File: src/rtl/mips_pkg.sv
// Shared definitions for the MIPS pipeline control blocks.
// Contents: FSM state encoding, hazard event priority enum, opcode/funct constants
//           and small decode helpers.
package mips_pkg;

   // Data-memory wait FSM encoding
   typedef enum logic [1:0] {
      ST_RUN      = 2'd0,
      ST_MEM_WAIT = 2'd1,
      ST_ERROR    = 2'd2
   } state_e;

   // Pipeline events; lower enum value = higher priority
   typedef enum logic [2:0] {
      EV_NONE     = 3'd0,
      EV_FREEZE   = 3'd1,
      EV_BRANCH   = 3'd2,
      EV_LOAD_USE = 3'd3,
      EV_JR_HAZ   = 3'd4,
      EV_JUMP     = 3'd5
   } event_e;

   localparam logic [5:0] OP_RTYPE = 6'h00;
   localparam logic [5:0] OP_J     = 6'h02;
   localparam logic [5:0] OP_JAL   = 6'h03;
   localparam logic [5:0] FUNCT_JR = 6'h08;

   // Decode helpers for the control unit feeding id_jump / id_jr
   function automatic logic is_jump_op(input logic [5:0] op);
      return (op == OP_J) || (op == OP_JAL);
   endfunction

   function automatic logic is_jr_op(input logic [5:0] op, input logic [5:0] funct);
      return (op == OP_RTYPE) && (funct == FUNCT_JR);
   endfunction

endpackage

File: src/rtl/sat_counter.sv
// Saturating up-counter: holds at all-ones instead of wrapping.
// Ports: clk_i, clear_i (synchronous clear, dominates), inc_i, count_o.
// Latency: count_o reflects an increment one cycle after inc_i.
module sat_counter #(
   parameter int W = 16
) (
   input  logic         clk_i,
   input  logic         clear_i,
   input  logic         inc_i,
   output logic [W-1:0] count_o
);

   logic [W-1:0] count_q;
   logic [W-1:0] count_d;

   always_comb begin
      count_d = count_q;
      if (inc_i && (count_q != {W{1'b1}})) begin
         count_d = count_q + W'(1);
      end
   end

   always_ff @(posedge clk_i) begin
      if (clear_i) begin
         count_q <= '0;
      end else begin
         count_q <= count_d;
      end
   end

   assign count_o = count_q;

endmodule

File: src/rtl/hazard_controller.sv
// Pipeline sequencing controller: PC / stage-register write and flush enables from
// ID/EX/MEM control fields, data-memory wait FSM with timeout, saturating counters.
// Ports: clk_i, reset_ni (sync, active-low), ID/EX/MEM decode fields, mem_ready_i in;
//        write/flush enables, pc_src_branch_o, mem_timeout_o, three counters out.
module hazard_controller
   import mips_pkg::*;
#(
   parameter int REG_W   = 5,
   parameter int TIMEOUT = 16,
   parameter int CNT_W   = 16
) (
   input  logic             clk_i,
   input  logic             reset_ni,
   input  logic [REG_W-1:0] id_rs_i,
   input  logic [REG_W-1:0] id_rt_i,
   input  logic             id_uses_rt_i,
   input  logic             id_jump_i,
   input  logic             id_jr_i,
   input  logic             ex_mem_read_i,
   input  logic             ex_reg_write_i,
   input  logic [REG_W-1:0] ex_wreg_i,
   input  logic             ex_branch_taken_i,
   input  logic             mem_mem_read_i,
   input  logic             mem_mem_write_i,
   input  logic [REG_W-1:0] mem_wreg_i,
   input  logic             mem_ready_i,
   output logic             pc_write_o,
   output logic             ifid_write_o,
   output logic             idex_write_o,
   output logic             exmem_write_o,
   output logic             ifid_flush_o,
   output logic             idex_flush_o,
   output logic             pc_src_branch_o,
   output logic             mem_timeout_o,
   output logic [CNT_W-1:0] stall_count_o,
   output logic [CNT_W-1:0] flush_count_o,
   output logic [CNT_W-1:0] freeze_count_o
);

   // Wait counter only ever reaches TIMEOUT-1
   localparam int WAIT_W = (TIMEOUT > 2) ? $clog2(TIMEOUT) : 1;

   state_e            state_q;
   logic [WAIT_W-1:0] wait_cnt_q;
   logic              mem_timeout_q;

   logic   mem_acc;
   logic   freeze_c, load_use_c, jr_haz_c, jump_c;
   event_e ev;

   assign mem_acc = mem_mem_read_i | mem_mem_write_i;

   // A zero-wait access (ready in its first cycle) never freezes
   assign freeze_c = (state_q == ST_MEM_WAIT) || (state_q == ST_ERROR) ||
                     ((state_q == ST_RUN) && mem_acc && !mem_ready_i);

   assign load_use_c = ex_mem_read_i && (ex_wreg_i != '0) &&
                       ((ex_wreg_i == id_rs_i) || (id_uses_rt_i && (ex_wreg_i == id_rt_i)));

   // JR reads rs in ID, so even an ALU result still in EX, or a load in MEM, is too late
   assign jr_haz_c = id_jr_i && (id_rs_i != '0) &&
                     ((ex_reg_write_i && (ex_wreg_i == id_rs_i)) ||
                      (mem_mem_read_i && (mem_wreg_i == id_rs_i)));

   assign jump_c = id_jump_i | id_jr_i;

   always_comb begin
      ev = EV_NONE;
      if (freeze_c)        ev = EV_FREEZE;
      else if (ex_branch_taken_i) ev = EV_BRANCH;
      else if (load_use_c) ev = EV_LOAD_USE;
      else if (jr_haz_c)   ev = EV_JR_HAZ;
      else if (jump_c)     ev = EV_JUMP;
   end

   always_comb begin
      pc_write_o      = 1'b1;
      ifid_write_o    = 1'b1;
      idex_write_o    = 1'b1;
      exmem_write_o   = 1'b1;
      ifid_flush_o    = 1'b0;
      idex_flush_o    = 1'b0;
      pc_src_branch_o = 1'b0;
      if (!reset_ni) begin
         // Hold PC while the stages fill with bubbles
         pc_write_o   = 1'b0;
         ifid_flush_o = 1'b1;
         idex_flush_o = 1'b1;
      end else begin
         unique case (ev)
            EV_FREEZE: begin
               pc_write_o    = 1'b0;
               ifid_write_o  = 1'b0;
               idex_write_o  = 1'b0;
               exmem_write_o = 1'b0;
            end
            EV_BRANCH: begin
               pc_src_branch_o = 1'b1;
               ifid_flush_o    = 1'b1;
               idex_flush_o    = 1'b1;
            end
            EV_LOAD_USE, EV_JR_HAZ: begin
               pc_write_o   = 1'b0;
               ifid_write_o = 1'b0;
               idex_flush_o = 1'b1;
            end
            EV_JUMP: ifid_flush_o = 1'b1;
            default: ;
         endcase
      end
   end

   // Memory wait FSM; ERROR is left only through reset
   always_ff @(posedge clk_i) begin
      if (!reset_ni) begin
         state_q       <= ST_RUN;
         wait_cnt_q    <= '0;
         mem_timeout_q <= 1'b0;
      end else begin
         unique case (state_q)
            ST_RUN: begin
               if (mem_acc && !mem_ready_i) begin
                  state_q    <= ST_MEM_WAIT;
                  wait_cnt_q <= WAIT_W'(1);
               end
            end
            ST_MEM_WAIT: begin
               if (mem_ready_i) begin
                  state_q    <= ST_RUN;
                  wait_cnt_q <= '0;
               end else if (wait_cnt_q == WAIT_W'(TIMEOUT - 1)) begin
                  state_q       <= ST_ERROR;
                  mem_timeout_q <= 1'b1;
               end else begin
                  wait_cnt_q <= wait_cnt_q + WAIT_W'(1);
               end
            end
            ST_ERROR: state_q <= ST_ERROR;
            default: begin
               state_q    <= ST_RUN;
               wait_cnt_q <= '0;
            end
         endcase
      end
   end

   assign mem_timeout_o = mem_timeout_q;

   sat_counter #(.W(CNT_W)) u_stall_cnt (
      .clk_i   (clk_i),
      .clear_i (!reset_ni),
      .inc_i   ((ev == EV_LOAD_USE) || (ev == EV_JR_HAZ)),
      .count_o (stall_count_o)
   );

   sat_counter #(.W(CNT_W)) u_flush_cnt (
      .clk_i   (clk_i),
      .clear_i (!reset_ni),
      .inc_i   ((ev == EV_BRANCH) || (ev == EV_JUMP)),
      .count_o (flush_count_o)
   );

   sat_counter #(.W(CNT_W)) u_freeze_cnt (
      .clk_i   (clk_i),
      .clear_i (!reset_ni),
      .inc_i   (ev == EV_FREEZE),
      .count_o (freeze_count_o)
   );

endmodule

File: config.mk
export PLATFORM = sky130hd
export DESIGN_NAME = hazard_controller
export DESIGN_NICKNAME = d
export VERILOG_FILES = /design/src/rtl/mips_pkg.sv /design/src/rtl/sat_counter.sv /design/src/rtl/hazard_controller.sv
export SDC_FILE = /design/constraint.sdc
export NUM_CORES = 1
export LEC_CHECK = 0
export CORE_UTILIZATION = 45
export DETAILED_ROUTE_END_ITERATION = 10
export GPL_TIMING_DRIVEN = 0
export PLACE_DENSITY = 0.76
export SLEW_MARGIN = 20
export SYNTH_ARGS = -nofsm -noshare
export SYNTH_HDL_FRONTEND = slang
export SYNTH_SLANG_ARGS = --single-unit
File: constraint.sdc
create_clock -name clk_i -period 2.6 [get_ports clk_i]
set_input_delay 0.26 -clock clk_i [delete_from_list [all_inputs] [get_ports clk_i]]
set_output_delay 0.26 -clock clk_i [all_outputs]
set_load 0.01 [all_outputs]
==> flow_summary.json, run 1 <==
{
  "outcome": "complete, but fails checks",
  "failed_checks": "design-rule violations",
  "postPlaceCellArea_sq_um": 3980,
  "path_max_fanout": 10,
  "synth_edf_count": 0,
  "rsz0062_at_grt": "no",
  "grt_overflow_total": 0,
  "synth_ff_type": "dfxtp_1",
  "cts_tree": "built",
  "cts_root_buf": "clkbuf_8",
  "syn_inst": 359,
  "gr-usage-met1_pct": 26.0,
  "ctsHoldBuffers": 0,
  "start_util_pct": 47.1,
  "tritoncts.num_buffers": 5,
  "period_needed_ns": 2.53,
  "cp-end-kind": "output pin",
  "reg2reg_slack_ns": 0.21,
  "skew_ns": 0.00342,
  "hold-worst-slack_ns": 0.485,
  "io_pins": 87,
  "slowest_delay_ns": 0.47,
  "crit_arrival_ns": 2.27,
  "crit_family": "buffers and inverters",
  "route.detailed.drc": 10,
  "syn_to_final_growth_pct": 36.8,
  "final_area_sq_um": 4140,
  "drt_iter0_drc": 111,
  "core_area_sq_um": 6420,
  "row_count": 29,
  "dr.pass1.iters": 10,
  "clock_path_buffers": 2,
  "slowest_stage": "clkdlybuf4s50_1",
  "hold_violations": 0,
  "min_path_type": "flip-flop to flip-flop",
  "vdd_drop_max_mv": 0.263,
  "ys_seq_area_share_pct": 36.4,
  "startpoint_type": "primary input",
  "max-slew-margin-rel_pct": 59.6,
  "die_area_sq_um": 7050,
  "path_buf_inv": 3,
  "synth_cell_types": 47,
  "use_met2_pct": 37.7,
  "clk_pin_slew_ns": 0.10,
  "viasPerCell": 5.38,
  "drtAntennaViolNets": 0,
  "clk_latency_ns": 0.31,
  "synth_top_area_share_pct": 36.4,
  "avgSynthCellArea_sq_um": 8.42,
  "slew_violations": 0,
  "grt_busiest_layer": "met2",
  "nets": 493,
  "fin_crit_sh_pct": 97.2,
  "powerDensity_nw_per_um2": 417,
  "grtUsageTotal_pct": 21.3,
  "vias": 2867,
  "cp_data_required_time_ns": 2.34,
  "async_flop_share_pct": 0,
  "grt_pass1_wl_um": 12200,
  "synth_seq_cells": 55,
  "mostFrequentLayoutCells": "clkdlybuf4s50_1, dfxtp_1, nor2_1",
  "antenna_found_initial": 0,
  "p_leak_nw": 1.54,
  "path_cells": "clkdlybuf4s50_1, xnor2_1, nand4_1, o22a_1, o22a_2, buf_6, nand2b_1, a21o_1, dlygate4sd2_1",
  "totalWireLength_um": 7290,
  "avgRoutedWirePerCell_um": 13.7,
  "io_buffers": 86,
  "finalSetupViolations": 0,
  "synth_area_leaders": "dfxtp_1, xnor2_1, nor2_1, nand3_1, nand2_1",
  "max-cap-violations": 0,
  "n_fill_cell": 537,
  "mostFrequentLayoutCell": "clkdlybuf4s50_1",
  "htree_levels": 2,
  "fp.dieW_um": 84.0,
  "netlist_area_sq_um": 3020,
  "crit_type": "primary input to output pin",
  "die_h_um": 84.0,
  "cts.sinks": 55,
  "worst_slew_pin_slew_ns": 0.598,
  "first_global_vias": 2665,
  "dp_hpwl_um": 5640,
  "synth_nets": 397,
  "ys_warn_count": 0,
  "drive_above_1_share_pct": 8.11,
  "diodes": 0,
  "fmax_mhz": 396,
  "met3_usage_pct": 3.96,
  "final_util_pct": 64.4,
  "synth_area_leader_cell": "dfxtp_1",
  "gp_congestion": 0.847,
  "grt_start_max_net_pins": 18
}
-- registers in the layout (all words and copies together) (netlist names) --
name                  flops
mem_timeout_o             1
u_freeze_cnt.count_o     16
state_q                   2
u_stall_cnt.count_o      16
wait_cnt_q                4
u_flush_cnt.count_o      16
-- synthesized netlist by cell type (2+ instances only) --
master and count:
clkbuf_1 8, nand3_1 25, and2_1 6, nor2_1 37
nor2b_1 3, o22a_1 3, xnor2_1 31, buf_6 2
o21ai_0 5, o21ai_2 2, dfxtp_1 55, nor3_1 11
nand2_1 33, and3_1 9, ha_1 7, or4_1 2
inv_1 15, mux2i_1 11, nor4_1 2, nor3b_1 2
nand4_1 16, a21o_1 7, a31o_2 2, a21oi_1 18
a21oi_2 2, xor2_1 8, nand2b_1 13, and4_1 4
a21o_2 2
-- per-stage QoR --
stage               std cells  TNS, ns  total power [W]  setup WS, ns
floorplan                 359        0          0.00104         0.530
global placement          522    -1.86          0.00117        -0.481
detailed placement        522    -1.97          0.00118        -0.513
CTS                       533        0          0.00174       0.00119
global route              533        0          0.00181       0.00958
finish                    533        0          0.00172        0.0732
-- worst register-to-register path, delay by kind of cell (launching register included) --
kind | cells | cell delay [ns]
simple gates | 3 | 0.95
flops | 1 | 0.40
compound gates | 2 | 0.42
mux | 1 | 0.17
fa+ha+maj | 1 | 0.31
buf+inv | 1 | 0.09
-- path summary, 6_finish.rpt --
path | from | to | depth (start not counted)
worst max register to register | state_q[1] | u_stall_cnt.count_o[13] | 8
worst max-delay path | mem_wreg_i[2] | ifid_write_o | 9
worst min register to register | mem_timeout_o | mem_timeout_o | 2
worst min-delay path | mem_timeout_o | mem_timeout_o | 2
-- cells by family (layout without fill, tap and decap cells) --
logic type | count (synthesis) | in the layout | synth area share (%)
AND/OR/NAND/NOR | 169 | 169 | 29.2
flip-flops | 55 | 55 | 36.4
AO/OA/AOI/OAI | 51 | 51 | 12.6
XOR/XNOR | 39 | 39 | 11.3
buffers and inverters | 27 | 124 | 3.97
multiplexers | 11 | 11 | 3.64
adder cells (fa/ha/maj) | 7 | 7 | 2.90
-- metal layers --
| metal | vias up | wire length [um] |
|---|---|---|
| met4 | 0 | 82 |
| met2 | 77 | 3540 |
| li1 | 1445 | - |
| met5 | - | 0 |
| met3 | 10 | 418 |
| met1 | 1335 | 3240 |
-- what timing repair did --
action	CTS	global route
resized for setup	15	6
pin swaps	3	1
buffers inserted	3	0
setup endpoints to repair	6	6
-- final cells by class --
class                           instances  area, sq um  area share, %
Timing Repair Buffer                   89          887           21.4
Sequential cell                        55         1100           26.6
Clock buffer                            5         68.8           1.66
Multi-Input combinational cell        277         1820           43.9
Tap cell                               77         96.3           2.33
Clock inverter                          3         43.8           1.06
Buffer                                 12         66.3           1.60
Inverter                               15         56.3           1.36
-- report_power, final --
group          switching [W]  total (W)  internal (W)
Sequential         0.0000181   0.000875      0.000857
Clock               0.000279   0.000566      0.000287
Combinational       0.000139   0.000283      0.000144
Total               0.000436    0.00172       0.00129
No activity file was read; power rests on OpenSTA's default activity.
==> run 2: changes to the inputs <==
--- a/config.mk
+++ b/config.mk
@@ -5,6 +5,7 @@
 export SDC_FILE = /design/constraint.sdc
 export NUM_CORES = 1
 export LEC_CHECK = 0
+export CORE_ASPECT_RATIO = 0.5
 export CORE_UTILIZATION = 45
 export DETAILED_ROUTE_END_ITERATION = 10
 export GPL_TIMING_DRIVEN = 0
==> run 2 against run 1 <==
The flow now finishes without violations. Highest routed layer unchanged. Power increased by 6.9%. Fmax increased by 2.2%. Worst hold slack got worse by 0.0053 ns. Cell area increased by 1.8%. First-iteration DRC count increased by 20%. Wire length increased by 4.2%. Worst setup slack improved by 0.054 ns. Register-to-register slack got worse by 0.07 ns. Clock-buffer cell count unchanged. Final cell count increased by 2.3%. Combinational power about the same.
==> flow_summary.json, run 2 (synthesized netlist as in run 1, its figures left out) <==
{
  "mostFrequentLayoutCells": "clkdlybuf4s50_1, dfxtp_1, nor2_1",
  "grt_overflow_total": 0,
  "finalSetupViolations": 0,
  "hold-worst-slack_ns": 0.480,
  "cts_root_buf": "clkbuf_16",
  "hold_start": "mem_timeout_o",
  "io_buffers": 86,
  "max-cap-violations": 0,
  "vdd_drop_max_mv": 0.271,
  "reg2reg_slack_ns": 0.14,
  "skew_ns": 0.00760,
  "postPlaceCellArea_sq_um": 4000,
  "row_count": 20,
  "r2r_start": "state_q[0]",
  "grt_pass1_wl_um": 12400,
  "die_area_sq_um": 7070,
  "internal_power_w": 0.00136,
  "final_util_pct": 67.1,
  "clk_latency_ns": 0.29,
  "startpoint": "reset_ni",
  "crit_arrival_ns": 2.21,
  "cts.sinks": 55,
  "path_max_fanout": 10,
  "power.share.switching_pct": 26.0,
  "fin_crit_sh_pct": 95.1,
  "powerDensity_nw_per_um2": 438,
  "switchingPower_w": 0.000479,
  "drive_above_1_share_pct": 9.41,
  "power_frac_comb_pct": 15.5,
  "clk_pin_slew_ns": 0.08,
  "syn_to_final_growth_pct": 39.3,
  "clock_path_buffers": 2,
  "route.detailed.drc": 0,
  "avgRoutedWirePerCell_um": 13.9,
  "totalWireLength_um": 7590,
  "worst_slew_pin_slew_ns": 0.561,
  "first_global_vias": 2771,
  "max-slew-margin-rel_pct": 62.1,
  "startpoint_type": "primary input",
  "viasPerCell": 5.26,
  "drtAntennaViolNets": 0,
  "cts_tree": "built",
  "grt_start_max_net_pins": 19,
  "final_area_sq_um": 4210,
  "dp_hpwl_um": 5760,
  "cp_data_required_time_ns": 2.34,
  "fmax_mhz": 404,
  "seqPwrFrac_pct": 47.4,
  "p_leak_nw": 1.58,
  "min_path_type": "flip-flop to flip-flop",
  "slew_violations": 0,
  "antenna_found_initial": 0,
  "gp_congestion": 0.851,
  "rsz0062_at_grt": "no",
  "mostFrequentLayoutCell": "clkdlybuf4s50_1",
  "core_area_sq_um": 6280,
  "crit_type": "primary input to output pin",
  "hold_violations": 0,
  "io_pins": 87,
  "dr.pass1.iters": 4,
  "htree_levels": 2,
  "n_fill_cell": 542,
  "grtUsageTotal_pct": 22.2,
  "nets": 494,
  "clkPwrFrac_pct": 37.1,
  "outcome": "finished clean",
  "fp.dieW_um": 118,
  "die_h_um": 60.0,
  "drt_iter0_drc": 133,
  "period_needed_ns": 2.47,
  "diodes": 0,
  "cp-end-kind": "output pin",
  "tritoncts.num_buffers": 5,
  "start_util_pct": 48.1,
  "vias": 2869
}
[run 2: per-layer routing]
layer  global-route usage [%]  share of wire, %  up-vias
met1                     25.8                45     1353
met5                        0                 0        -
met4                     6.23               1.1        0
met3                     4.87               3.7        8
met2                     42.2                50       63
li1                         -                 -     1445
[run 2: path summary, 6_finish.rpt]
check	endpoint	cells past startpoint
worst max-delay path	idex_write_o	6
worst min-delay path	mem_timeout_o	2
worst max register to register	u_stall_cnt.count_o[3]	9
worst min register to register	mem_timeout_o	2
[run 2: layout make-up]
class	instances	area (sq um)	share of cell area, %
multi-input cells	277	1840	43.6
well taps	88	110	2.61
clock buffers	5	125	2.97
repair buffers	90	892	21.2
flip-flops and latches	55	1100	26.2
clock inverters	3	23.8	0.564
inverters	15	56.3	1.34
plain buffers	12	66.3	1.57
[run 2: worst max-delay path: stages]
cell,delay (ns)
clkdlybuf4s50_1,0.62
buf_2,0.31
clkbuf_2,0.29
nand2_1,0.13
buf_4,0.15
clkdlybuf4s50_1,0.46
[run 2: per-stage QoR]
stage	setup slack (ns)	TNS, ns	total power, W	std cells
after global routing	0.0244	0	0.00193	545
final	0.128	0	0.00184	545
after detailed placement	-0.486	-1.75	0.00118	533
after global placement	-0.465	-1.61	0.00117	533
after CTS	0.000183	0	0.00186	543
after floorplan	0.530	0	0.00104	359
[run 2: what timing repair did]
action | CTS | global route
pin swaps | 1 | 2
cloned | 0 | 0
hold buffers | 0 | 0
resized for setup | 13 | 14
setup endpoints to repair | 6 | 8
buffers inserted | 2 | 2
[run 2: power by group through the flow]
| stage | Clock [W] | Combinational [W] | Sequential (W) |
|---|---|---|---|
| floorplan | 0 | 0.000148 | 0.000896 |
| global route | 0.000738 | 0.000314 | 0.000876 |
| detailed placement | 0 | 0.000284 | 0.000894 |
| global placement | 0 | 0.000276 | 0.000892 |
| CTS | 0.000702 | 0.000285 | 0.000874 |
| finish | 0.000684 | 0.000286 | 0.000874 |
